===== config.mk =====
export PLATFORM = sky130hd
export DESIGN_NAME = bsg_manycore_lock_mem_bridge
export DESIGN_NICKNAME = d
export VERILOG_FILES = /design/src/rtl/bsg_manycore_lock_mem_bridge.sv
export SDC_FILE = /design/constraint.sdc
export NUM_CORES = 1
export LEC_CHECK = 0
export BUFFER_PORTS_ARGS = -buffer_cell sky130_fd_sc_hd__buf_4
export CAP_MARGIN = 0
export CORE_AREA = 2 2 76 78
export DETAILED_ROUTE_END_ITERATION = 16
export DIE_AREA = 0 0 78 80
export MAX_ROUTING_LAYER = met4
export PLACE_DENSITY_LB_ADDON = 0.05
export RECOVER_POWER = 50
export SYNTH_ARGS = -nofsm -noshare
export SYNTH_HDL_FRONTEND = slang
export SYNTH_SLANG_ARGS = --single-unit

===== constraint.sdc =====
create_clock -name clk_i -period 1.6 [get_ports clk_i]
set_input_delay 0.32 -clock clk_i [delete_from_list [all_inputs] [get_ports clk_i]]
set_output_delay 0.32 -clock clk_i [all_outputs]
set_load 0.02 [all_outputs]

===== src/rtl/bsg_manycore_lock_mem_bridge.sv =====
// Downstream stage of the lock controller: arbitrates the combined request
// stream against the core for the tile's single-port data SRAM and returns
// exactly one response per accepted request, one cycle after acceptance.
// Optional statistics counters: define BSG_MANYCORE_LOCK_MEM_BRIDGE_STATS_EN.
module bsg_manycore_lock_mem_bridge #(
    parameter int unsigned data_width_p   = 32,
    parameter int unsigned addr_width_p   = 32,
    parameter int unsigned x_cord_width_p = 4,
    parameter int unsigned y_cord_width_p = 4,
    parameter int unsigned mem_els_p      = 1024,
    parameter int unsigned max_stall_p    = 16,
    parameter logic [data_width_p-1:0] err_data_p = '0,
    localparam int unsigned mask_width_lp     = data_width_p >> 3,
    localparam int unsigned mem_addr_width_lp = $clog2(mem_els_p)
) (
    input  logic                         clk_i,
    input  logic                         reset_i,
    input  logic                         in_v_i,
    output logic                         in_yumi_o,
    input  logic [data_width_p-1:0]      in_data_i,
    input  logic [mask_width_lp-1:0]     in_mask_i,
    input  logic [addr_width_p-1:0]      in_addr_i,
    input  logic                         in_we_i,
    input  logic [x_cord_width_p-1:0]    in_x_cord_i,
    input  logic [y_cord_width_p-1:0]    in_y_cord_i,
    input  logic                         core_v_i,
    output logic                         core_stall_o,
    output logic                         mem_v_o,
    output logic                         mem_w_o,
    output logic [mem_addr_width_lp-1:0] mem_addr_o,
    output logic [data_width_p-1:0]      mem_data_o,
    output logic [mask_width_lp-1:0]     mem_mask_o,
    input  logic [data_width_p-1:0]      mem_data_i,
    output logic                         returning_v_o,
    output logic [data_width_p-1:0]      returning_data_o,
    output logic                         err_o
`ifdef BSG_MANYCORE_LOCK_MEM_BRIDGE_STATS_EN
    ,
    output logic [31:0]                  load_cnt_o,
    output logic [31:0]                  store_cnt_o,
    output logic [31:0]                  err_cnt_o,
    output logic [31:0]                  force_cnt_o
`endif
);

    localparam int unsigned stall_width_lp = $clog2(max_stall_p + 1);
    localparam logic [stall_width_lp-1:0] max_stall_lp = stall_width_lp'(max_stall_p);
    // One extra bit so a depth equal to 2**addr_width_p still compares correctly
    localparam logic [addr_width_p:0] mem_els_lp = (addr_width_p + 1)'(mem_els_p);

    logic [stall_width_lp-1:0] stall_cnt_q;
    logic                      force_grant;
    logic                      grant;
    logic                      in_range;
    logic                      resp_v_q;
    logic                      resp_load_q;
    logic                      resp_err_q;

    // Source coordinates only matter to an external error reporter
    logic unused_cord;
    assign unused_cord = ^{in_x_cord_i, in_y_cord_i};

    // Grant decision: core wins unless it has starved the bridge for max_stall_p cycles
    always_comb begin
        in_range     = ({1'b0, in_addr_i} < mem_els_lp);
        force_grant  = (stall_cnt_q == max_stall_lp);
        grant        = ~reset_i & in_v_i & (~core_v_i | force_grant);
        in_yumi_o    = grant;
        mem_v_o      = grant & in_range;
        mem_w_o      = mem_v_o & in_we_i;
        core_stall_o = grant & core_v_i;
        mem_addr_o   = in_addr_i[mem_addr_width_lp-1:0];
        mem_data_o   = in_data_i;
        mem_mask_o   = in_mask_i;
    end

    // Starvation counter: counts consecutive cycles the core blocks a pending request
    always_ff @(posedge clk_i) begin
        if (reset_i) begin
            stall_cnt_q <= '0;
        end else if (grant || !in_v_i) begin
            stall_cnt_q <= '0;
        end else if (core_v_i && (stall_cnt_q != max_stall_lp)) begin
            stall_cnt_q <= stall_cnt_q + 1'b1;
        end
    end

    // Response stage: one entry per grant, shown the cycle after acceptance
    always_ff @(posedge clk_i) begin
        if (reset_i) begin
            resp_v_q    <= 1'b0;
            resp_load_q <= 1'b0;
            resp_err_q  <= 1'b0;
        end else begin
            resp_v_q    <= grant;
            resp_load_q <= grant & ~in_we_i;
            resp_err_q  <= grant & ~in_range;
        end
    end

    // SRAM read data arrives in the response cycle, so the data mux is combinational
    always_comb begin
        returning_v_o    = resp_v_q;
        err_o            = resp_v_q & resp_err_q;
        returning_data_o = '0;
        if (resp_v_q) begin
            if (resp_err_q) begin
                returning_data_o = err_data_p;
            end else if (resp_load_q) begin
                returning_data_o = mem_data_i;
            end
        end
    end

`ifdef BSG_MANYCORE_LOCK_MEM_BRIDGE_STATS_EN
    logic [31:0] load_cnt_q;
    logic [31:0] store_cnt_q;
    logic [31:0] err_cnt_q;
    logic [31:0] force_cnt_q;

    // Saturating event counters for granted loads, stores, range errors and forced grants
    always_ff @(posedge clk_i) begin
        if (reset_i) begin
            load_cnt_q  <= '0;
            store_cnt_q <= '0;
            err_cnt_q   <= '0;
            force_cnt_q <= '0;
        end else begin
            if (grant && !in_we_i && (load_cnt_q != '1)) load_cnt_q <= load_cnt_q + 1'b1;
            if (grant && in_we_i && (store_cnt_q != '1)) store_cnt_q <= store_cnt_q + 1'b1;
            if (grant && !in_range && (err_cnt_q != '1)) err_cnt_q <= err_cnt_q + 1'b1;
            if (grant && core_v_i && (force_cnt_q != '1)) force_cnt_q <= force_cnt_q + 1'b1;
        end
    end

    assign load_cnt_o  = load_cnt_q;
    assign store_cnt_o = store_cnt_q;
    assign err_cnt_o   = err_cnt_q;
    assign force_cnt_o = force_cnt_q;
`endif

endmodule


==> results.yml, run 1 <==
synth:
  yosysMostFrequentCell: "buf_4"
  synth_edf_count: 0
  synth_top_area_share: 0.353
  synth_area_per_cell_um2: 7.77
  yosysTopAreaCell: "buf_4"
  synth_common_cells: "46 x buf_4, 34 x and2_1, 8 x dfxtp_1"
  yosysSeqAreaShare: 0.164
  synthCells: 126
  async_flop_share: 0
  yosys_warnings: 0
  synth_cell_types: 21
  synth_seq_cells: 8
  syn_area_um2: 978
  synth_top_cells_by_area: "buf_4 35%, and2_1 22%, dfxtp_1 16%"
  synthFlopType: "dfxtp_1"
  syn_nets: 241
layout:
  num_antenna_cells: 0
  nFillCells: 577
  multi_input_area_um2: 526
  area_growth_pct: 92.3
  drive_gt1_frac: 0.809
  nets: 311
  layout.area.seq_um2: 165
  stdcell_count: 266
  final_cell_area_um2: 1880
clocking:
  cts_tree: "done"
  clock_path_buffers: 2
  path_clk_slew_ps: 40
  postCtsHoldBufs: 0
  numCtsBuffers: 3
  htreeDepth: 1
  cts_sinks: 8
  cts_root_buffer: "clkbuf_8"
  insertion_delay_ps: 220
global_routing:
  grt_overflow: 0
  grt_max_degree: 33
  track_usage: 0.103
  grt_pass1_vias: 975
  antenna_found_initial: 0
  grt_pass1_wl_um: 4940
timing:
  max_freq_ghz: 0.540
  finalCriticalPeriod_ps: 1850
  finClkSkew_ps: 0.937
  drv_slew: 0
  hold_viol: 0
  setup_tns_ps: -1180
  max_slew_margin: 0.834
  setup_viol: 27
  fin_crit_sh: 1.16
  postLayoutSetupSlackWorst_ps: -253
  tightest_slew_ps: 248
  rsz0062_at_grt: "true"
placement:
  portBuffers: 96
  dp_slack_ps: -120
  hpwl_um: 3030
  numPlacedInstances: 253
  place_area_um2: 1530
  gp_congestion: 0.703
routing:
  drt_iter0_markers: 17
  dr.pass1.iters: 4
  wl_per_cell_um: 14.3
  viasPerCell: 4.07
  wl_um: 3800
  vias: 1083
  drc_errors: 0
  ant_nets: 0
floorplan:
  start_util: 0.181
  io_pins: 197
  die-area_um2: 6240
  core_area_um2: 5410
  rows: 27
  die_w_um: 78
  die_h_um: 80
power:
  total_power_mw: 0.610
  vdd.ir_drop.worst_mv: 0.537
  p_per_area_nw_per_um2: 324
  leakage_nw: 0.931
run_status:
  status: "finished, violations left"
  violations: "negative setup slack"
critical_path:
  start_kind: "register"
  worst_path_max_delay_cell: "dfxtp_2"
  crit_path_max_fanout: 4
  r2r_setup_slack_ps: 0
  crit_path_start: "stall_cnt_q[0]$_SDFFE_PP0P_"
  slowest_delay_ps: 320
  timing.rr.end: "resp_err_q$_SDFF_PP0_"
  crit_type: "register to output pin"
  crit_chain: "inv_2, ha_4, nand4bb_4, a21bo_4, nor4_4, buf_4"
  reg2reg_depth: 11
  critical_path_required_ps: 1280
  end_kind: "output pin"
  rr_startpoint: "stall_cnt_q[0]$_SDFFE_PP0P_"
  crit_arrival_ps: 1530
hold_path:
  worstHoldEndpoint: "resp_load_q$_SDFF_PP0_"
  worstHoldStart: "in_we_i"
  min_path_cells: 2
  hold_path_class: "input pin to register"
job:
  cap_violations: 0
worst max-delay path by stage:
| stage | end | cells past startpoint |
|---|---|---|
| floorplan | mem_w_o | 5 |
| global placement | mem_w_o | 5 |
| detailed placement | mem_w_o | 5 |
| CTS | mem_w_o | 6 |
| global route | mem_w_o | 6 |
| finish | mem_w_o | 6 |
metal layers:
metal | vias to the layer above | part of all wire | global-route usage
li1 | 487 | - | -
met1 | 501 | 0.32 | 0.0920
met2 | 93 | 0.52 | 0.175
met3 | 2 | 0.16 | 0.0837
met4 | 0 | 0.0024 | 0.0123
met5 | - | 0 | -
flip-flops by register name, summed over array words and instances (netlist names):
register       cells
resp_load_q        1
stall_cnt_q        5
resp_err_q         1
returning_v_o      1
stage by stage:
step,hold WS [ps],util
after floorplan,392,-
after global routing,258,0.348
after CTS,257,0.300
after detailed placement,493,0.282
after global placement,494,0.282
final,262,0.348
worst max-delay path: cells and delay by family, from the launching register on:
family          cells  cell delay (ps)
simple gates        2              370
flops               1              320
compound gates      1              250
buf+inv             2              240
fa+ha+maj           1              140
timing repair:
| item | CTS | global route |
|---|---|---|
| buffers inserted | 6 | 1 |
| cloned | 0 | 3 |
| pin swaps | 6 | 28 |
| setup endpoints to repair | 4 | 31 |
| resized for setup | 3 | 62 |
report_power, final:
| part | switching (mW) | leakage (nW) | internal, mW |
|---|---|---|---|
| Clock | 0.0696 | 0.0216 | 0.162 |
| Combinational | 0.0494 | 0.843 | 0.122 |
| Sequential | 0.00206 | 0.0667 | 0.205 |
| Total | 0.121 | 0.931 | 0.489 |
layout by cell type, fill, tap and decap left out, drive strengths merged:
cell and count:
buf 112, and2 34, dfxtp 8, nor2 7
nor4 6, inv 6, clkbuf 5, nand3 3
xor2 2, ha 2, and3b 1, nand4bb 1
nor2b 1, a21bo 1, nand2 1, nand4 1
nor3 1, o21a 1, xnor2 1
logic make-up (layout without fill, tap and decap cells):
| logic type | after synthesis | count (layout) | share of synthesized area |
|---|---|---|---|
| compound gates | 2 | 2 | 0.0243 |
| xor+xnor | 3 | 3 | 0.0269 |
| fa+ha+maj | 2 | 2 | 0.0256 |
| buf+inv | 55 | 123 | 0.387 |
| flops | 8 | 8 | 0.164 |
| simple gates | 56 | 56 | 0.372 |
cell type report:
class,count,area share
tap,72,0.0479
inverter,6,0.0133
sequential,8,0.0878
timing repair buffer,114,0.550
multi-input combinational,63,0.279
clock buffer,3,0.0219
No activity file was read; power rests on OpenSTA's default activity.
==> run 2: changes to the inputs <==
Settings changed: GPL_TIMING_DRIVEN set to 0.
==> results.yml, run 2 (synthesis gave the netlist of run 1 again) <==
run_status:
  status: "finished, violations left"
  violations: "negative setup slack"
global_routing:
  met1_usage: 0.124
  grt_overflow: 0
  antenna_found_initial: 0
  grt_util_met3: 0.0452
  track_usage: 0.121
  met2_usage: 0.229
  grt_max_degree: 11
  gr-max-usage-layer: "met2"
  grt_pass1_wl_um: 5870
  grt_pass1_vias: 1119
power:
  sequentialPowerShare: 0.248
  p_comb_frac: 0.476
  leakage_nw: 1.22
  p_int_mw: 0.598
  p_sw_mw: 0.237
  clkPwrFrac: 0.276
  p_sw_frac: 0.284
  vdd.ir_drop.worst_mv: 0.706
  total_power_mw: 0.835
  p_per_area_nw_per_um2: 348
layout:
  mostFrequentLayoutCell: "buf_4"
  area_growth_pct: 146
  top_register: "stall_cnt_q"
  drive_gt1_frac: 0.755
  stdcell_count: 350
  num_antenna_cells: 0
  layout_common_cells: "130 x buf_4, 39 x buf_6, 29 x clkbuf_1"
  largest_reg_flops: 5
  final_cell_area_um2: 2400
  nets: 395
clocking:
  path_clk_slew_ps: 40
  cts_sinks: 8
  insertion_delay_ps: 220
  clock_path_buffers: 2
  cts_root_buffer: "clkbuf_8"
  cts_tree: "done"
  numCtsBuffers: 3
  postCtsHoldBufs: 0
  htreeDepth: 1
routing:
  wl_um: 4400
  dr.pass1.iters: 4
  drt_iter0_markers: 28
  wl_per_cell_um: 12.6
  ant_nets: 0
  drc_errors: 0
  viasPerCell: 3.69
  vias: 1290
hold_path:
  worstHoldStart: "in_we_i"
  hold_path_class: "input pin to register"
  worstHoldEndpoint: "resp_load_q$_SDFF_PP0_"
  min_path_cells: 2
floorplan:
  io_pins: 197
  core_area_um2: 5410
  die_w_um: 78
  rows: 27
  die-area_um2: 6240
  start_util: 0.181
  die_h_um: 80
critical_path:
  timing.rr.end: "stall_cnt_q[4]$_SDFFE_PP0P_"
  reg2reg_depth: 6
  rr_startpoint: "stall_cnt_q[1]$_SDFFE_PP0P_"
  crit_arrival_ps: 1440
  crit_type: "register to output pin"
  end_kind: "output pin"
  start_kind: "register"
  r2r_setup_slack_ps: 420
  critical_path_required_ps: 1280
  crit_path_max_fanout: 4
timing:
  rsz0062_at_grt: "true"
  fin_crit_sh: 1.10
  postLayoutSetupSlackWorst_ps: -157
  setup_viol: 6
  tightest_slew_ps: 266
  drv_slew: 0
  whs_ps: 262
  finalCriticalPeriod_ps: 1760
  max_freq_ghz: 0.569
  max_slew_margin: 0.824
  finClkSkew_ps: 1.32
  hold_viol: 0
placement:
  place_area_um2: 2150
  portBuffers: 142
  numPlacedInstances: 340
  gp_congestion: 0.721
  hpwl_um: 3700
  dp_slack_ps: -155
job:
  cap_violations: 0
[run 2: stage by stage]
stage | TNS (ps) | util
6_report | -443 | 0.444
4_1_cts | -539 | 0.424
2_1_floorplan | 0 | -
5_1_grt | -2220 | 0.444
3_3_place_gp | -229 | 0.399
3_5_place_dp | -273 | 0.399
[run 2: final cells by class]
class	count	area (um^2)
multi-input combinational	63	561
clock buffer	3	41.3
buffer	49	379
inverter	6	22.5
tap	72	90.1
timing repair buffer	149	1140
fill	567	3000
sequential	8	164
[run 2: how the worst max path moves through the flow]
stage	startpoint	end	slack, ps	cells past startpoint
after floorplan	stall_cnt_q[1]$_SDFFE_PP0P_	mem_w_o	20	5
after global placement	in_addr_i[14]	mem_w_o	-140	5
after detailed placement	in_addr_i[14]	mem_w_o	-150	5
after CTS	in_addr_i[10]	mem_v_o	-180	6
after global routing	stall_cnt_q[0]$_SDFFE_PP0P_	mem_v_o	-240	6
final	stall_cnt_q[1]$_SDFFE_PP0P_	mem_v_o	-160	6
[run 2: power groups by stage]
stage	Clock (mW)	Combinational, mW	Sequential [mW]
final	0.231	0.397	0.207
after detailed placement	0	0.405	0.210
after global routing	0.253	0.423	0.207
after CTS	0.241	0.423	0.206
after floorplan	0	0.196	0.211
after global placement	0	0.402	0.210
[run 2: what timing repair did]
action	4_1_cts	5_1_grt
pin swaps	8	26
endpoints found under the setup margin	34	34
cloned	0	2
gates resized for setup	17	63
setup buffers	4	1
[run 2: layer usage]
| layer | share of wire | wire length [um] |
|---|---|---|
| met1 | 0.35 | 1530 |
| met3 | 0.089 | 392 |
| met4 | 0.0030 | 13 |
| met2 | 0.56 | 2470 |
| met5 | 0 | 0 |
[run 2: critical path, cell delays in order (launching register included)]
cell	delay (ps)
dfxtp_2	310
inv_2	60
ha_4	140
nand4bb_4	120
a21bo_4	250
nor3_2	170
buf_4	160
==> run 3: changes to the inputs <==
Settings changed: ABC_AREA set to 1, CORE_AREA 2 2 76 78 to 2 2 75 77, DIE_AREA 0 0 78 80 to 0 0 77 79, RECOVER_POWER 50 to 25.
==> results.yml, run 3 <==
global_routing:
  grt_pass1_vias: 1226
  antenna_found_initial: 0
  grt_overflow: 0
  grt_max_degree: 11
  grt_pass1_wl_um: 5380
  track_usage: 0.108
floorplan:
  rows: 27
  die_w_um: 77
  io_pins: 197
  start_util: 0.198
  core_area_um2: 5340
  die_h_um: 79
  die-area_um2: 6080
power:
  p_int_mw: 0.603
  vdd.ir_drop.worst_mv: 0.423
  p_comb_frac: 0.478
  p_sw_mw: 0.242
  p_sw_frac: 0.287
  clkPwrFrac: 0.276
  leakage_nw: 1.39
  sequentialPowerShare: 0.246
  p_per_area_nw_per_um2: 380
synth:
  yosysTopAreaCell: "buf_4"
  synthCells: 177
  synth_area_per_cell_um2: 5.97
  syn_area_um2: 1060
  async_flop_share: 0
  synth_top_cells_by_area: "buf_4 33%, nor2_1 19%, dfxtp_1 15%"
  yosysMostFrequentCell: "nor2_1"
  yosysSeqAreaShare: 0.151
  synthFlopType: "dfxtp_1"
  synth_edf_count: 0
  yosys_warnings: 0
  synth_common_cells: "53 x nor2_1, 46 x buf_4, 42 x inv_1"
  synth_top_area_share: 0.327
  synth_cell_types: 18
  synth_seq_cells: 8
  syn_nets: 292
clocking:
  cts_sinks: 8
  clock_path_buffers: 2
  path_clk_slew_ps: 40
  htreeDepth: 1
  postCtsHoldBufs: 0
  insertion_delay_ps: 220
  cts_root_buffer: "clkbuf_8"
  cts_tree: "done"
  numCtsBuffers: 3
layout:
  drive_gt1_frac: 0.583
  area_growth_pct: 110
  top_register: "stall_cnt_q"
  num_antenna_cells: 0
  nets: 443
  mostFrequentLayoutCell: "buf_4"
  largest_reg_flops: 5
  stdcell_count: 398
  layout_common_cells: "169 x buf_4, 53 x nor2_1, 40 x inv_1"
  final_cell_area_um2: 2220
routing:
  vias: 1424
  wl_per_cell_um: 9.27
  viasPerCell: 3.58
  ant_nets: 0
  drt_iter0_markers: 16
  wl_um: 3690
  drc_errors: 0
  dr.pass1.iters: 4
hold_path:
  hold_path_class: "input pin to register"
placement:
  gp_congestion: 0.693
  dp_slack_ps: 120
  hpwl_um: 3290
  portBuffers: 142
  place_area_um2: 2210
  numPlacedInstances: 391
critical_path:
  crit_path_max_fanout: 5
  crit_arrival_ps: 1230
  crit_type: "register to output pin"
  critical_path_required_ps: 1280
  end_kind: "output pin"
  start_kind: "register"
timing:
  fin_crit_sh: 0.970
  finClkSkew_ps: 1.82
  finalCriticalPeriod_ps: 1550
  drv_slew: 0
  rsz0062_at_grt: "true"
  setup_viol: 0
  tightest_slew_ps: 268
  postLayoutSetupSlackWorst_ps: 47.3
  max_slew_margin: 0.822
  hold_viol: 0
  whs_ps: 257
  max_freq_ghz: 0.644
  setup_tns_ps: 0
job:
  cap_violations: 0
run_status:
  status: "completed"
==> run 3: cell count changes in the layout (fill, tap and decap cells not counted), sizes merged, moves of 2 or more <==
cell,before,now
nor4,6,0
nand3,3,5
buf,169,173
nand2,1,10
nor2,7,54
inv,6,43
clkbuf,32,25
and2,34,0
==> run 3: cell type report <==
cell class / instances / area (um^2)
inverter: 43 / 161
clock buffer: 3 / 41.3
sequential: 8 / 164
buffer: 49 / 360
timing repair buffer: 146 / 1020
multi-input combinational: 77 / 388
tap: 72 / 90.1
fill: 588 / 3120
==> run 3: routing by layer <==
layer	share of wire	GRT usage	wire [um]
met5	0	-	0
met4	0.0011	0.00536	4
met2	0.57	0.231	2110
met1	0.32	0.0935	1170
met3	0.11	0.0398	407
==> run 3: critical path, stage by stage (launching register included) <==
cell and delay (ps):
dfxtp_2 310, inv_2 60, ha_4 120, nand3_2 60, nand2_2 80, nand2_4 60, nor3_2 140, buf_4 160
==> run 3: path summary, 6_finish.rpt <==
path                                      end  cells after the start  slack [ps]                   startpoint
setup / recovery                      mem_w_o                      7          50  stall_cnt_q[1]$_SDFFE_PP0P_
hold reg to reg   stall_cnt_q[0]$_SDFFE_PP0P_                      2         510  stall_cnt_q[0]$_SDFFE_PP0P_
hold / removal         resp_load_q$_SDFF_PP0_                      2         260                      in_we_i
setup reg to reg  stall_cnt_q[4]$_SDFFE_PP0P_                      5         510  stall_cnt_q[0]$_SDFFE_PP0P_
==> run 3: power groups by stage <==
stage	combinational [mW]	clock, mW	sequential [mW]
floorplan	0.213	0	0.212
global placement	0.420	0	0.211
detailed placement	0.424	0	0.211
CTS	0.431	0.241	0.208
global route	0.433	0.250	0.209
finish	0.404	0.233	0.208
==> run 3: per-stage QoR <==
| stage | utilization | total power [mW] |
|---|---|---|
| floorplan | - | 0.425 |
| detailed placement | 0.415 | 0.635 |
| global route | 0.416 | 0.891 |
| global placement | 0.415 | 0.631 |
| finish | 0.416 | 0.845 |
| CTS | 0.431 | 0.880 |
==> run 3: cells by family (layout without fill, tap and decap cells) <==
kind of cell  count (synthesis)  after routing  synth area share
xor+xnor                      3              3            0.0249
simple gates                 72             72             0.307
flops                         8              8             0.151
fa+ha+maj                     2              2            0.0237
buf+inv                      92            241             0.493
==> run 3: timing repair <==
action | 4_1_cts | 5_1_grt
setup buffers | 4 | 0
endpoints found under the setup margin | 4 | 8
gates resized for setup | 6 | 2
pin swaps | 5 | 2
endpoints found under the hold margin | 0 | 0
